### src/rtl/io_xbar_input_port.sv
// Crossbar input port: credit-based flit FIFO with a header/body FSM that routes each packet to one of four outputs.
// Optional sticky overflow detection is built when IO_XBAR_INPUT_OVERFLOW_CHECK_EN is defined.
`ifndef DATA_WIDTH
`define DATA_WIDTH 64
`endif
`ifndef CHIP_ID_WIDTH
`define CHIP_ID_WIDTH 14
`endif
`ifndef XY_WIDTH
`define XY_WIDTH 8
`endif
`ifndef PAYLOAD_LEN
`define PAYLOAD_LEN 8
`endif

module io_xbar_input_port #(
  parameter int FIFO_DEPTH = 4
) (
  input  logic                   clk,
  input  logic                   rst_n,
  input  logic                   valid_in,
  input  logic [`DATA_WIDTH-1:0] data_in,
  output logic                   yummy_out,
  input  logic                   thanks_0_in,
  input  logic                   thanks_1_in,
  input  logic                   thanks_2_in,
  input  logic                   thanks_3_in,
  output logic                   valid_out,
  output logic [`DATA_WIDTH-1:0] data_out,
  output logic                   route_req_0_out,
  output logic                   route_req_1_out,
  output logic                   route_req_2_out,
  output logic                   route_req_3_out,
  output logic                   tail_out,
  output logic                   overflow_err
);

  localparam int PTR_W     = (FIFO_DEPTH > 1) ? $clog2(FIFO_DEPTH) : 1;
  localparam int CNT_W     = PTR_W + 1;
  localparam int LEN_MSB   = `DATA_WIDTH - `CHIP_ID_WIDTH - 2*`XY_WIDTH - 4;
  localparam int ROUTE_LSB = `DATA_WIDTH - `CHIP_ID_WIDTH - `XY_WIDTH;

  // Valid/ready contract: a flit is accepted whenever valid_in is high and there is room
  // (or the head leaves in the same cycle); the head leaves when valid_out is high and the
  // thanks of the currently requested output is high. Credits are returned via yummy_out.

  typedef enum logic {HEADER = 1'b0, BODY = 1'b1} state_t;

  logic [`DATA_WIDTH-1:0] mem [FIFO_DEPTH];
  logic [PTR_W-1:0]       rd_ptr, wr_ptr;
  logic [CNT_W-1:0]       count;
  state_t                 state;
  logic [1:0]             route_q;
  logic [`PAYLOAD_LEN-1:0] remaining;

  logic [`PAYLOAD_LEN-1:0] hdr_len;
  logic [1:0]              hdr_route;
  logic [1:0]              cur_route;
  logic                    thanks_sel;
  logic                    full, pop, push_ok;

  assign valid_out = (count != '0);
  assign full      = (count == CNT_W'(FIFO_DEPTH));
  assign data_out  = mem[rd_ptr];
  assign hdr_len   = data_out[LEN_MSB -: `PAYLOAD_LEN];
  assign hdr_route = data_out[ROUTE_LSB+1 : ROUTE_LSB];
  assign cur_route = (state == HEADER) ? hdr_route : route_q;

  always_comb begin
    thanks_sel = 1'b0;
    case (cur_route)
      2'd0: thanks_sel = thanks_0_in;
      2'd1: thanks_sel = thanks_1_in;
      2'd2: thanks_sel = thanks_2_in;
      2'd3: thanks_sel = thanks_3_in;
      default: thanks_sel = 1'b0;
    endcase
  end

  assign pop     = valid_out && thanks_sel;
  assign push_ok = valid_in && (!full || pop);

  assign route_req_0_out = valid_out && (cur_route == 2'd0);
  assign route_req_1_out = valid_out && (cur_route == 2'd1);
  assign route_req_2_out = valid_out && (cur_route == 2'd2);
  assign route_req_3_out = valid_out && (cur_route == 2'd3);
  assign tail_out = valid_out &&
                    (((state == HEADER) && (hdr_len == '0)) ||
                     ((state == BODY) && (remaining == `PAYLOAD_LEN'(1))));

  // Storage is not reset: contents are only observed while count is non-zero.
  always_ff @(posedge clk) begin
    if (push_ok) mem[wr_ptr] <= data_in;
  end

  always_ff @(posedge clk or negedge rst_n) begin
    if (!rst_n) begin
      rd_ptr    <= '0;
      wr_ptr    <= '0;
      count     <= '0;
      yummy_out <= 1'b0;
    end else begin
      yummy_out <= pop;
      if (push_ok) wr_ptr <= wr_ptr + PTR_W'(1);
      if (pop)     rd_ptr <= rd_ptr + PTR_W'(1);
      case ({push_ok, pop})
        2'b10:   count <= count + CNT_W'(1);
        2'b01:   count <= count - CNT_W'(1);
        default: count <= count;
      endcase
    end
  end

  always_ff @(posedge clk or negedge rst_n) begin
    if (!rst_n) begin
      state     <= HEADER;
      route_q   <= 2'd0;
      remaining <= '0;
    end else if (pop) begin
      case (state)
        HEADER: begin
          if (hdr_len != '0) begin
            route_q   <= hdr_route;
            remaining <= hdr_len;
            state     <= BODY;
          end
        end
        BODY: begin
          remaining <= remaining - `PAYLOAD_LEN'(1);
          if (remaining == `PAYLOAD_LEN'(1)) state <= HEADER;
        end
        default: state <= HEADER;
      endcase
    end
  end

`ifdef IO_XBAR_INPUT_OVERFLOW_CHECK_EN
  always_ff @(posedge clk or negedge rst_n) begin
    if (!rst_n)                      overflow_err <= 1'b0;
    else if (valid_in && full && !pop) overflow_err <= 1'b1;
  end
`else
  assign overflow_err = 1'b0;
`endif

endmodule

### config.mk
export PLATFORM = sky130hd
export DESIGN_NAME = io_xbar_input_port
export DESIGN_NICKNAME = d
export VERILOG_FILES = /design/src/rtl/io_xbar_input_port.sv
export SDC_FILE = /design/constraint.sdc
export NUM_CORES = 1
export LEC_CHECK = 0
export ABC_AREA = 1
export ABC_CLOCK_PERIOD_IN_PS = 10200
export BUFFER_PORTS_ARGS = -buffer_cell sky130_fd_sc_hd__buf_2
export CORE_MARGIN = 1.5
export CORE_UTILIZATION = 62
export CTS_CLUSTER_SIZE = 25
export DETAILED_ROUTE_END_ITERATION = 10
export HOLD_SLACK_MARGIN = 0.08
export MAX_ROUTING_LAYER = met4
export PLACE_DENSITY_LB_ADDON = 0.2
export SKIP_LAST_GASP = 1
export SLEW_MARGIN = 0
export SYNTH_ARGS = -nofsm -noshare
export SYNTH_HDL_FRONTEND = slang
export SYNTH_SLANG_ARGS = --single-unit
### constraint.sdc
create_clock -name clk -period 10.2 [get_ports clk]
set_clock_uncertainty 0.05 [all_clocks]
set_input_delay 1.53 -clock clk [delete_from_list [all_inputs] [get_ports clk]]
set_output_delay 1.53 -clock clk [all_outputs]
set_load 0.02 [all_outputs]
==> impl_metrics.env, run 1 <==
export IMPL_post_route_util_pct=72.8
export IMPL_synth_fp_nets=910
export IMPL_crit_slowest_cell="buf_4"
export IMPL_grt_pass1_wl_um=33100
export IMPL_dr_pass1_iters=7
export IMPL_grt_busiest_layer="met2"
export IMPL_clock_latency_ns=0.52
export IMPL_synthAdderAreaFrac_pct=0.992
export IMPL_drv_cap=0
export IMPL_start_util_pct=63.1
export IMPL_use_met2_pct=38.5
export IMPL_synth_top_area_share_pct=70.9
export IMPL_slew_viol_final=0
export IMPL_rows=48
export IMPL_track_usage_pct=24.0
export IMPL_synth_top_family_by_area="simple AND/OR/NAND/NOR gates"
export IMPL_cp_start_kind="flop"
export IMPL_clockBufferDepth=3
export IMPL_synth_ff_type="edfxtp_1"
export IMPL_hold_path_class="flop to flop"
export IMPL_final_antenna_net_count=0
export IMPL_drtIter0Drc=526
export IMPL_p_per_area_nw_per_um2=327
export IMPL_cp_cell_sequence="clkinv_2 > buf_4 > o21ai_0 > o22ai_1 > buf_2"
export IMPL_mostFrequentLayoutCells="edfxtp_1 (256), buf_2 (141), nor2_1 (122), o21ai_0 (118), nand2_1 (98)"
export IMPL_crit_required_ns=8.62
export IMPL_setup_viol=0
export IMPL_hpwl_um=11800
export IMPL_rsz0062_at_grt="false"
export IMPL_die_height_um=135
export IMPL_finalCritPeriodShare_pct=45.1
export IMPL_crit_arrival_ns=3.02
export IMPL_endpoint_kind="primary output"
export IMPL_grt_overflow_total=0
export IMPL_nets=1041
export IMPL_synth_compound_area_share_pct=8.88
export IMPL_synth_seq_cells=275
export IMPL_vias=6808
export IMPL_cts_root_buf="clkbuf_16"
export IMPL_synth_yosys_seq_area_share_pct=75.3
export IMPL_finalHoldViolCount=0
export IMPL_nFillCells=1160
export IMPL_routedWlPerCell_um=17.4
export IMPL_max_stage_delay_ns=0.83
export IMPL_holdWs_ns=0.427
export IMPL_synth_edf_count=256
export IMPL_max_clock_freq_mhz=218
export IMPL_stdcell_count=1212
export IMPL_path_delay_family="buffers and inverters"
export IMPL_synth_xor_area_share_pct=0.404
export IMPL_grt_use_met3_pct=4.86
export IMPL_syn_to_final_growth_pct=15.3
export IMPL_coreArea_um2=17200
export IMPL_dp_cells=1158
export IMPL_io_pins=143
export IMPL_netlist_area_um2=10800
export IMPL_ys_warnings_count=0
export IMPL_first_global_vias=6621
export IMPL_drt_drc_violations_left=0
export IMPL_crit_cells=5
export IMPL_vdd_drop_max_mv=0.244
export IMPL_cts_setup_buffers=0
export IMPL_worst_path_buf_inv=3
export IMPL_die_x_um=135
export IMPL_layout_commonest_cell="edfxtp_1"
export IMPL_clock_sinks=275
export IMPL_synth_avg_cell_area_um2=13.0
export IMPL_synthMuxAreaShare_pct=0.104
export IMPL_synth_top_area_cell="edfxtp_1"
export IMPL_synth_distinct_cells=35
export IMPL_postCtsHoldBufs=0
export IMPL_synth_cells=831
export IMPL_critPathKind="flop to primary output"
export IMPL_outcome="completed"
export IMPL_htreeDepth=1
export IMPL_period_needed_ns=4.60
export IMPL_max_slew_margin_rel_pct=31.0
export IMPL_path_clk_slew_ns=0.06
export IMPL_synthSimpleGateAreaFrac_pct=11.2
export IMPL_numCtsBuffers=27
export IMPL_antenna_found_initial=4
export IMPL_postCtsResizedCells=0
export IMPL_leakagePower_nw=4.65
export IMPL_drt_total_wl_um=21100
export IMPL_worst_slew_pin_slew_ns=1.04
export IMPL_path_max_fanout=107
export IMPL_met1_usage_pct=31.9
export IMPL_worstHoldPathCells=2
export IMPL_cts_tree="built"
export IMPL_ff2ff_path_depth=12
export IMPL_ys_top_cells_by_area="edfxtp_1 (71%), o21ai_0 (5.4%), dfrtp_1 (4.4%)"
export IMPL_numPortBuffers=141
export IMPL_grt_max_degree=108
export IMPL_drive_gt1_share_pct=22.0
export IMPL_synthArstFlopShare_pct=6.91
export IMPL_gp_congestion=0.819
export IMPL_fin_tns_setup_ns=0
export IMPL_viasPerCell=5.62
export IMPL_die_area_um2=18300
-- synth_stat cells (all sizes together) (2+ instances only) --
library cell / instances
ha: 7
nand3b: 2
dfrtp: 19
xnor2: 3
xor2: 2
a21oi: 2
nand2: 105
or2: 2
inv: 30
edfxtp: 256
nand3: 41
nor3: 5
clkbuf: 32
buf: 15
o22ai: 54
nand4: 4
o21ai: 120
nor2: 127
-- layout make-up --
cell class	count	area, um2	area share, %
Clock inverter	21	108	0.861
Multi-Input combinational cell	479	2370	19.0
Inverter	30	116	0.931
Sequential cell	275	8170	65.3
Clock buffer	29	683	5.46
Antenna cell	4	10.0	0.0800
Timing Repair Buffer	149	766	6.12
Tap cell	225	282	2.25
-- cell families (layout without fill, tap and decap cells) --
group                      Yosys count  count (layout)
xor gates and xnor gates             5               5
and+or+nand+nor                    286             286
other                                1               5
AOI/OAI and AO/OA                  178             178
buffers and inverters               77             229
muxes                                1               1
adders and majority gates            8               8
DFF                                275             275
-- worst min-delay path, delay by kind of cell (launching register included) --
kind | cells | cell delay, ns
flops | 1 | 0.35
simple gates | 2 | 0.10
-- path summary, 6_finish.rpt --
check	startpoint	end	slack [ns]
worst min register to register	remaining[7]	remaining[7]	0.43
worst max register to register	rd_ptr[1]	mem[2][45]	6.49
max in group asynchronous	rst_n	rd_ptr[0]	8.84
worst min-delay path	remaining[7]	remaining[7]	0.43
min in group asynchronous	rst_n	remaining[4]	0.90
worst max-delay path	rd_ptr[0]	data_out[60]	5.60
-- where the power goes --
group          internal (mW)  switching (mW)
Clock                  0.484           0.399
Combinational          0.467            1.13
Sequential              1.51           0.101
-- metal layers --
metal  vias up  wire length (um)
li1       3271                 -
met4         0               310
met2       269             10400
met1      3242              8780
met3        26              1630
met5         -                 0
-- per-stage QoR --
| step | power [mW] | setup slack (ns) | instance area (um2) |
|---|---|---|---|
| 3_5_place_dp | 3.24 | 6.18 | 11700 |
| 3_3_place_gp | 3.20 | 6.25 | 11700 |
| 5_1_grt | 4.34 | 5.36 | 12500 |
| 4_1_cts | 4.12 | 5.55 | 12500 |
| 6_report | 4.09 | 5.60 | 12500 |
| 2_1_floorplan | 2.76 | 4.99 | 10800 |
-- registers in the layout, summed over array words and instances, names as in the netlist --
register and cells:
mem 256, remaining 8, count 3, rd_ptr 2, route_q 2, wr_ptr 2
state 1, yummy_out 1
(Power assumes the default switching activity.)
==> run 2, diff against run 1 <==
--- a/config.mk
+++ b/config.mk
@@ -6,10 +6,10 @@
 export NUM_CORES = 1
 export LEC_CHECK = 0
 export ABC_AREA = 1
-export ABC_CLOCK_PERIOD_IN_PS = 10200
+export ABC_CLOCK_PERIOD_IN_PS = 3850
 export BUFFER_PORTS_ARGS = -buffer_cell sky130_fd_sc_hd__buf_2
 export CORE_MARGIN = 1.5
-export CORE_UTILIZATION = 62
+export CORE_UTILIZATION = 52
 export CTS_CLUSTER_SIZE = 25
 export DETAILED_ROUTE_END_ITERATION = 10
 export HOLD_SLACK_MARGIN = 0.08
==> constraint.sdc (replaced) <==
create_clock -name clk -period 3.85 [get_ports clk]
set_clock_uncertainty 0.05 [all_clocks]
set_input_delay 0.5775 -clock clk [delete_from_list [all_inputs] [get_ports clk]]
set_output_delay 0.5775 -clock clk [all_outputs]
set_load 0.02 [all_outputs]
==> impl_metrics.env, run 2 (synthesis results as in run 1) <==
export IMPL_drv_cap=0
export IMPL_crit_slowest_cell="dfrtp_4"
export IMPL_cts_root_buf="clkbuf_16"
export IMPL_crit_required_ns=3.22
export IMPL_max_slew_margin_rel_pct=46.4
export IMPL_io_pins=143
export IMPL_syn_to_final_growth_pct=17.5
export IMPL_numPortBuffers=141
export IMPL_path_max_fanout=54
export IMPL_pre_cts_ws_ns=0.625
export IMPL_mostFrequentLayoutCells="edfxtp_1 (256), buf_2 (141), nor2_1 (122), o21ai_0 (118), nand2_1 (98)"
export IMPL_htreeDepth=1
export IMPL_drt_total_wl_um=21800
export IMPL_rows=52
export IMPL_drt_drc_violations_left=0
export IMPL_path_clk_slew_ns=0.06
export IMPL_die_area_um2=21700
export IMPL_die_x_um=147
export IMPL_endpoint_kind="primary output"
export IMPL_hpwl_um=12600
export IMPL_crit_arrival_ns=2.98
export IMPL_gp_congestion=0.831
export IMPL_clock_latency_ns=0.52
export IMPL_numCtsBuffers=28
export IMPL_die_height_um=147
export IMPL_hold_path_class="input pin to flop"
export IMPL_max_clock_freq_mhz=278
export IMPL_final_antenna_net_count=0
export IMPL_track_usage_pct=20.7
export IMPL_outcome="completed"
export IMPL_cp_start_kind="flop"
export IMPL_largest_reg_flops=256
export IMPL_drive_gt1_share_pct=22.4
export IMPL_clock_sinks=275
export IMPL_dp_cells=1210
export IMPL_postCtsResizedCells=0
export IMPL_finalCritPeriodShare_pct=93.6
export IMPL_nets=1050
export IMPL_stdcell_count=1266
export IMPL_drtIter0Drc=492
export IMPL_cp_cell_sequence="clkinv_2 > buf_4 > nand2_1 > nand3_1 > nand2_1 > nand2_1 > nor2_2 > nand4_2 > inv_2 > nand2_4 > o21a_1 > nor2_1 > buf_2"
export IMPL_dr_pass1_iters=4
export IMPL_cpMostUsedCell="nand2_1"
export IMPL_first_global_vias=6556
export IMPL_clockBufferDepth=3
export IMPL_grt_pass1_wl_um=34300
export IMPL_leakagePower_nw=4.74
export IMPL_reg_largest_list="mem: 256 flops, remaining: 8 flops, count: 3 flops"
export IMPL_rsz0062_at_grt="false"
export IMPL_cts_setup_buffers=0
export IMPL_path_delay_family="simple AND/OR/NAND/NOR gates"
export IMPL_cts_tree="built"
export IMPL_start_util_pct=53.3
export IMPL_post_route_util_pct=62.5
export IMPL_slew_viol_final=0
export IMPL_layout_commonest_cell="edfxtp_1"
export IMPL_critPathKind="flop to primary output"
export IMPL_p_per_area_nw_per_um2=879
export IMPL_worst_path_buf_inv=4
export IMPL_vdd_drop_max_mv=0.528
export IMPL_setup_ws_ns=0.247
export IMPL_worst_slew_pin_slew_ns=0.804
export IMPL_top_register="mem"
export IMPL_period_needed_ns=3.60
export IMPL_routedWlPerCell_um=17.2
export IMPL_antenna_found_initial=2
export IMPL_finalHoldViolCount=0
export IMPL_coreArea_um2=20400
export IMPL_max_stage_delay_ns=0.53
export IMPL_viasPerCell=5.30
export IMPL_grt_overflow_total=0
export IMPL_grt_max_degree=77
export IMPL_setup_viol=0
export IMPL_vias=6712
export IMPL_postCtsHoldBufs=1
-- run 2: cell type report --
| type | instances | area [um2] |
|---|---|---|
| flip-flops and latches | 275 | 8170 |
| diodes | 3 | 7.51 |
| repair buffers | 157 | 828 |
| fillers | 1558 | 7630 |
| inverters | 30 | 116 |
| clock inverters | 19 | 166 |
| multi-input cells | 479 | 2370 |
| clock buffers | 33 | 741 |
| well taps | 270 | 338 |
-- run 2: power by group --
group	switching, mW	total [mW]	internal, mW	leakage (nW)
registers	0.264	4.26	4.00	2.58
logic	3.05	4.32	1.27	1.72
clock network	1.05	2.62	1.57	0.445
-- run 2: final timing paths --
path | from | to | slack, ns | cells after the start
max | rd_ptr[0] | tail_out | 0.25 | 13
min | data_in[25] | mem[3][25] | 0.22 | 1
max reg2reg | state | count[2] | 0.56 | 13
min reg2reg | remaining[7] | remaining[7] | 0.44 | 2
max in group asynchronous | rst_n | rd_ptr[0] | 2.89 | 2
min in group asynchronous | rst_n | remaining[6] | 0.49 | 2
-- run 2: metal layers --
| layer | GRT usage (%) | part of all wire, % |
|---|---|---|
| met1 | 27.9 | 44 |
| met2 | 33.1 | 48 |
| met3 | 3.49 | 5.9 |
| met4 | 5.15 | 1.8 |
| met5 | - | 0 |
-- run 2: per-stage QoR --
stage | cell area, um2 | power, mW | setup TNS (ns) | hold slack, ns
floorplan | 10800 | 7.32 | -185.03 | 0.232
global placement | 11800 | 8.60 | 0 | 0.412
detailed placement | 11800 | 8.65 | 0 | 0.422
CTS | 12700 | 11.3 | 0 | 0.201
global route | 12700 | 11.9 | 0 | 0.200
finish | 12700 | 11.2 | 0 | 0.219
